File: src/rtl/fetch_buffer.sv
// fetch_buffer: dual-write, dual-read circular instruction buffer between fetch and a dual decoder
// Ports: clk/reset (sync, active-high), flush (redirect), wr_valid_a/b + wr_instr_a/b + wr_pc_a/b (fetch pair),
//        in_ready (room for two), out_valid_a/b + out_instr_a/b + out_pc_a/b (head pair), issue_cnt (pops), occupancy.
module fetch_buffer #(
  parameter int DEPTH = 8
) (
  input  logic                     clk,
  input  logic                     reset,
  input  logic                     flush,
  input  logic                     wr_valid_a,
  input  logic                     wr_valid_b,
  input  logic [31:0]              wr_instr_a,
  input  logic [31:0]              wr_instr_b,
  input  logic [31:0]              wr_pc_a,
  input  logic [31:0]              wr_pc_b,
  output logic                     in_ready,
  output logic                     out_valid_a,
  output logic                     out_valid_b,
  output logic [31:0]              out_instr_a,
  output logic [31:0]              out_instr_b,
  output logic [31:0]              out_pc_a,
  output logic [31:0]              out_pc_b,
  input  logic [1:0]               issue_cnt,
  output logic [$clog2(DEPTH):0]   occupancy
);
  localparam int AW = $clog2(DEPTH);
  localparam int OW = AW + 1;
  logic [31:0]   r_instr [DEPTH];
  logic [31:0]   r_pc    [DEPTH];
  logic [AW-1:0] r_head, r_tail;
  logic [OW-1:0] r_occ;
  logic          w_push_a, w_push_b;
  logic [OW-1:0] w_pushes, w_req, w_pops;
  logic [AW-1:0] w_head_b, w_tail_b;
  // Readiness always reserves room for a full pair, so a single push never needs a partial accept.
  assign in_ready    = r_occ <= OW'(DEPTH - 2);
  assign w_push_a    = in_ready && wr_valid_a;
  assign w_push_b    = w_push_a && wr_valid_b;
  assign w_pushes    = OW'(w_push_a) + OW'(w_push_b);
  assign w_req       = (issue_cnt == 2'd3) ? '0 : OW'(issue_cnt);
  assign w_pops      = (w_req > r_occ) ? r_occ : w_req;
  assign w_head_b    = r_head + AW'(1);
  assign w_tail_b    = r_tail + AW'(1);
  assign occupancy   = r_occ;
  assign out_valid_a = r_occ >= OW'(1);
  assign out_valid_b = r_occ >= OW'(2);
  assign out_instr_a = out_valid_a ? r_instr[r_head]   : '0;
  assign out_pc_a    = out_valid_a ? r_pc[r_head]      : '0;
  assign out_instr_b = out_valid_b ? r_instr[w_head_b] : '0;
  assign out_pc_b    = out_valid_b ? r_pc[w_head_b]    : '0;
  always_ff @(posedge clk) begin
    if (reset || flush) begin
      r_head <= '0;
      r_tail <= '0;
      r_occ  <= '0;
    end else begin
      r_head <= r_head + AW'(w_pops);
      r_tail <= r_tail + AW'(w_pushes);
      r_occ  <= r_occ + w_pushes - w_pops;
    end
  end
  // Storage is not reset; writes under flush/reset land in slots that the cleared pointers treat as empty.
  always_ff @(posedge clk) begin
    if (w_push_a) begin
      r_instr[r_tail] <= wr_instr_a;
      r_pc[r_tail]    <= wr_pc_a;
    end
    if (w_push_b) begin
      r_instr[w_tail_b] <= wr_instr_b;
      r_pc[w_tail_b]    <= wr_pc_b;
    end
  end
endmodule

File: config.mk
export PLATFORM = sky130hd
export DESIGN_NAME = fetch_buffer
export DESIGN_NICKNAME = d
export VERILOG_FILES = /design/src/rtl/fetch_buffer.sv
export SDC_FILE = /design/constraint.sdc
export NUM_CORES = 1
export LEC_CHECK = 0
export CORE_MARGIN = 3
export CORE_UTILIZATION = 60
export DETAILED_ROUTE_END_ITERATION = 8
export PLACE_DENSITY = 0.79
export SLEW_MARGIN = 20
export SYNTH_ARGS = -nofsm -noshare
export SYNTH_HDL_FRONTEND = slang
export SYNTH_SLANG_ARGS = --single-unit
File: constraint.sdc
create_clock -name clk -period 7.48 [get_ports clk]
set_input_delay 1.496 -clock clk [delete_from_list [all_inputs] [get_ports clk]]
set_output_delay 1.496 -clock clk [all_outputs]
set_load 0.01 [all_outputs]
==> results.json, run 1 <==
{
  "grt_antenna_before_repair": 15,
  "synthFlopType": "edfxtp_1",
  "drcViolationCount": 0,
  "die_w_um": 234.3,
  "wl_mm": 95.52,
  "grt_overflow_total": 0,
  "dp_hpwl_mm": 54.24,
  "nets": 2602,
  "crit_top_cell": "buf_4",
  "synthesis.nets": 2403,
  "synth.avg_cell_area_um2": 13.89,
  "ys_warn_count": 0,
  "die_y_um": 234.3,
  "synthesis.area_um2": 31270,
  "design.portCount": 270,
  "fin_crit_sh_pct": 86.92,
  "crit_fanout": 58,
  "area_growth_syn_to_layout_pct": 15.92,
  "fmax_ghz": 0.1538,
  "vias_per_cell": 6.919,
  "layout_min_cycle_time_ps": 6501,
  "dieArea_um2": 54880,
  "slowest_delay_ps": 910,
  "rsz0062_at_grt": "false",
  "cts-root-buf": "clkbuf_16",
  "drtIter0Drc": 2375,
  "drtAntennaViolNets": 0,
  "grt_start_max_net_pins": 74,
  "slew_headroom_pct": 19.81,
  "tightest_slew_ps": 1173,
  "cp_top_family": "buffers and inverters",
  "routabilityCongestion": 0.8306,
  "cts.sinks": 522,
  "coreArea_um2": 51410,
  "place_ws_ps": 1728,
  "ys_seq_elements": 522,
  "worstSetupPathType": "flop to output port",
  "grt_usage_pct": 34.04,
  "setup.worst_path.end_class": "output port",
  "leakagePower_nw": 11.47,
  "hold_buffers": 0,
  "postCtsSetupBuffers": 0,
  "rows": 83,
  "arrival_ps": 5010,
  "port_buffers": 269,
  "mostFrequentLayoutCells": "574 x mux2_2, 512 x edfxtp_1, 321 x mux2i_1",
  "power_density_nw_per_um2": 272.8,
  "synth_cell_type_count": 45,
  "cp.required_ps": 5980,
  "initial_core_util_pct": 60.82,
  "h-tree-depth": 2,
  "cts_tree": "built",
  "netlist_instances": 2251,
  "critPathLaunchType": "flop",
  "cts_buffers": 56,
  "synth.yosys.seq_area_share_pct": 49.81,
  "synth_edf_count": 512,
  "hold_viol_final": 0,
  "layout_commonest_cell": "mux2_2",
  "ir_drop_mv": 0.3696,
  "wl_per_cell_um": 29.93,
  "setup_viol": 0,
  "cts.path.max_buffers": 3,
  "grt_pass1_wl_mm": 139.1,
  "crit_path_cell_trace": "buf_4 -> buf_4 -> mux2i_1 -> a22oi_1 -> nand2_1 -> a221oi_1 -> clkdlybuf4s50_1",
  "cts_resized": 0,
  "tns_ps": 0,
  "hold_class": "flop to flop",
  "status": "finished, final reports clean",
  "max-cap-violations": 0,
  "drive_gt1_share_pct": 31.06,
  "cts.clk_slew.worst_paths_ps": 60,
  "drt-pass1-iter-count": 6,
  "cp_num_buf_inv": 3,
  "fin_ws_ps": 978.6,
  "maxSlewViolCount": 0,
  "cp_slowest_cell": "buf_4",
  "vias": 22080,
  "insertion_delay_ps": 620,
  "fin_skew_ps": 14.41,
  "synthArstFlopShare_pct": 0,
  "grt_pass1_vias": 22520
}
final timing paths:
kind,start,end,slack (ps),cells past startpoint
max,r_head[0]$_SDFF_PP0_,out_pc_a[7],980,7
min,occupancy[2]$_SDFF_PP0_,r_head[2]$_SDFF_PP0_,680,3
max reg2reg,occupancy[2]$_SDFF_PP0_,r_instr[7][28]$_DFFE_PP_,3720,6
min reg2reg,occupancy[2]$_SDFF_PP0_,r_head[2]$_SDFF_PP0_,680,3
worst min-delay path: cells and delay by family (launching register included):
kind	cells	cell delay [ps]
AND/OR/NAND/NOR	1	70
AO/OA/AOI/OAI	1	140
XOR/XNOR	1	70
flip-flops	1	360
cell families after synthesis:
kind of cell             synth area share (%)
multiplexers                            33.71
buffers and inverters                   3.654
AO/OA/AOI/OAI                           8.544
AND/OR/NAND/NOR                         3.249
adder cells (fa/ha/maj)                0.7764
XOR/XNOR                               0.2521
flip-flops                              49.81
where the power goes:
group	switching [W]	internal, W	total, W
clock	0.00115	0.00159	0.00275
sequential	0.0000851	0.00339	0.00348
combinational	0.00203	0.00163	0.00366
total	0.00327	0.00662	0.00989
cell usage after synthesis (34+ instances only):
library cell  number  area (µm²)
clkbuf_1          63       236.5
a221oi_1          64       560.5
nand2_1           77       289.0
a2111oi_0         64       560.5
a211oi_1          64       480.5
a22oi_1           66       495.5
nor2b_1           69       431.7
mux2_1            34       382.9
mux2i_1          321        3213
buf_2             69       345.3
o22ai_1           64       400.4
edfxtp_1         512       15370
mux2_2           574        6464
state kept, by name, indices dropped and copies added (netlist names):
register	cells
occupancy	4
r_head	3
r_instr	256
r_pc	256
r_tail	3
final cells by class:
cell class | count | area, µm²
sequential | 522 | 15580
fill | 3475 | 15160
multi-input combinational | 1521 | 14670
timing repair buffer | 331 | 3256
clock buffer | 77 | 1531
tap | 680 | 850.8
clock inverter | 26 | 251.5
inverter | 18 | 67.56
antenna | 16 | 40.04
metrics by stage:
step                      instance area [µm²]  hold slack [ps]  std cells  total power [W]  utilization [%]
after floorplan                         31270            578.4       2251         0.005391                -
after global placement                  34340            658.6       3068         0.007085            66.81
after detailed placement                34420            665.6       3072         0.007134            66.96
after CTS                               36200            684.5       3175         0.009857            70.43
after global routing                    36220            724.6       3182          0.01021            70.46
final                                   36240            683.3       3191         0.009888            70.51
per-layer routing:
metal	track usage, %	routed length [µm]	up-vias	part of all wire (%)
li1	-	-	9439	-
met1	45.46	36860	11010	39
met2	54.69	44800	1348	47
met3	6.924	10060	266	11
met4	13.77	3719	12	3.9
met5	0	83	-	0.087
(Power assumes the default switching activity.)
==> run 2, diff against run 1 <==
--- a/config.mk
+++ b/config.mk
@@ -13,3 +13,4 @@
 export SYNTH_ARGS = -nofsm -noshare
 export SYNTH_HDL_FRONTEND = slang
 export SYNTH_SLANG_ARGS = --single-unit
+export TNS_END_PERCENT = 20
==> results of run 2 <==
Same layout as run 1: the final DEF is identical, and so are final timing and power.
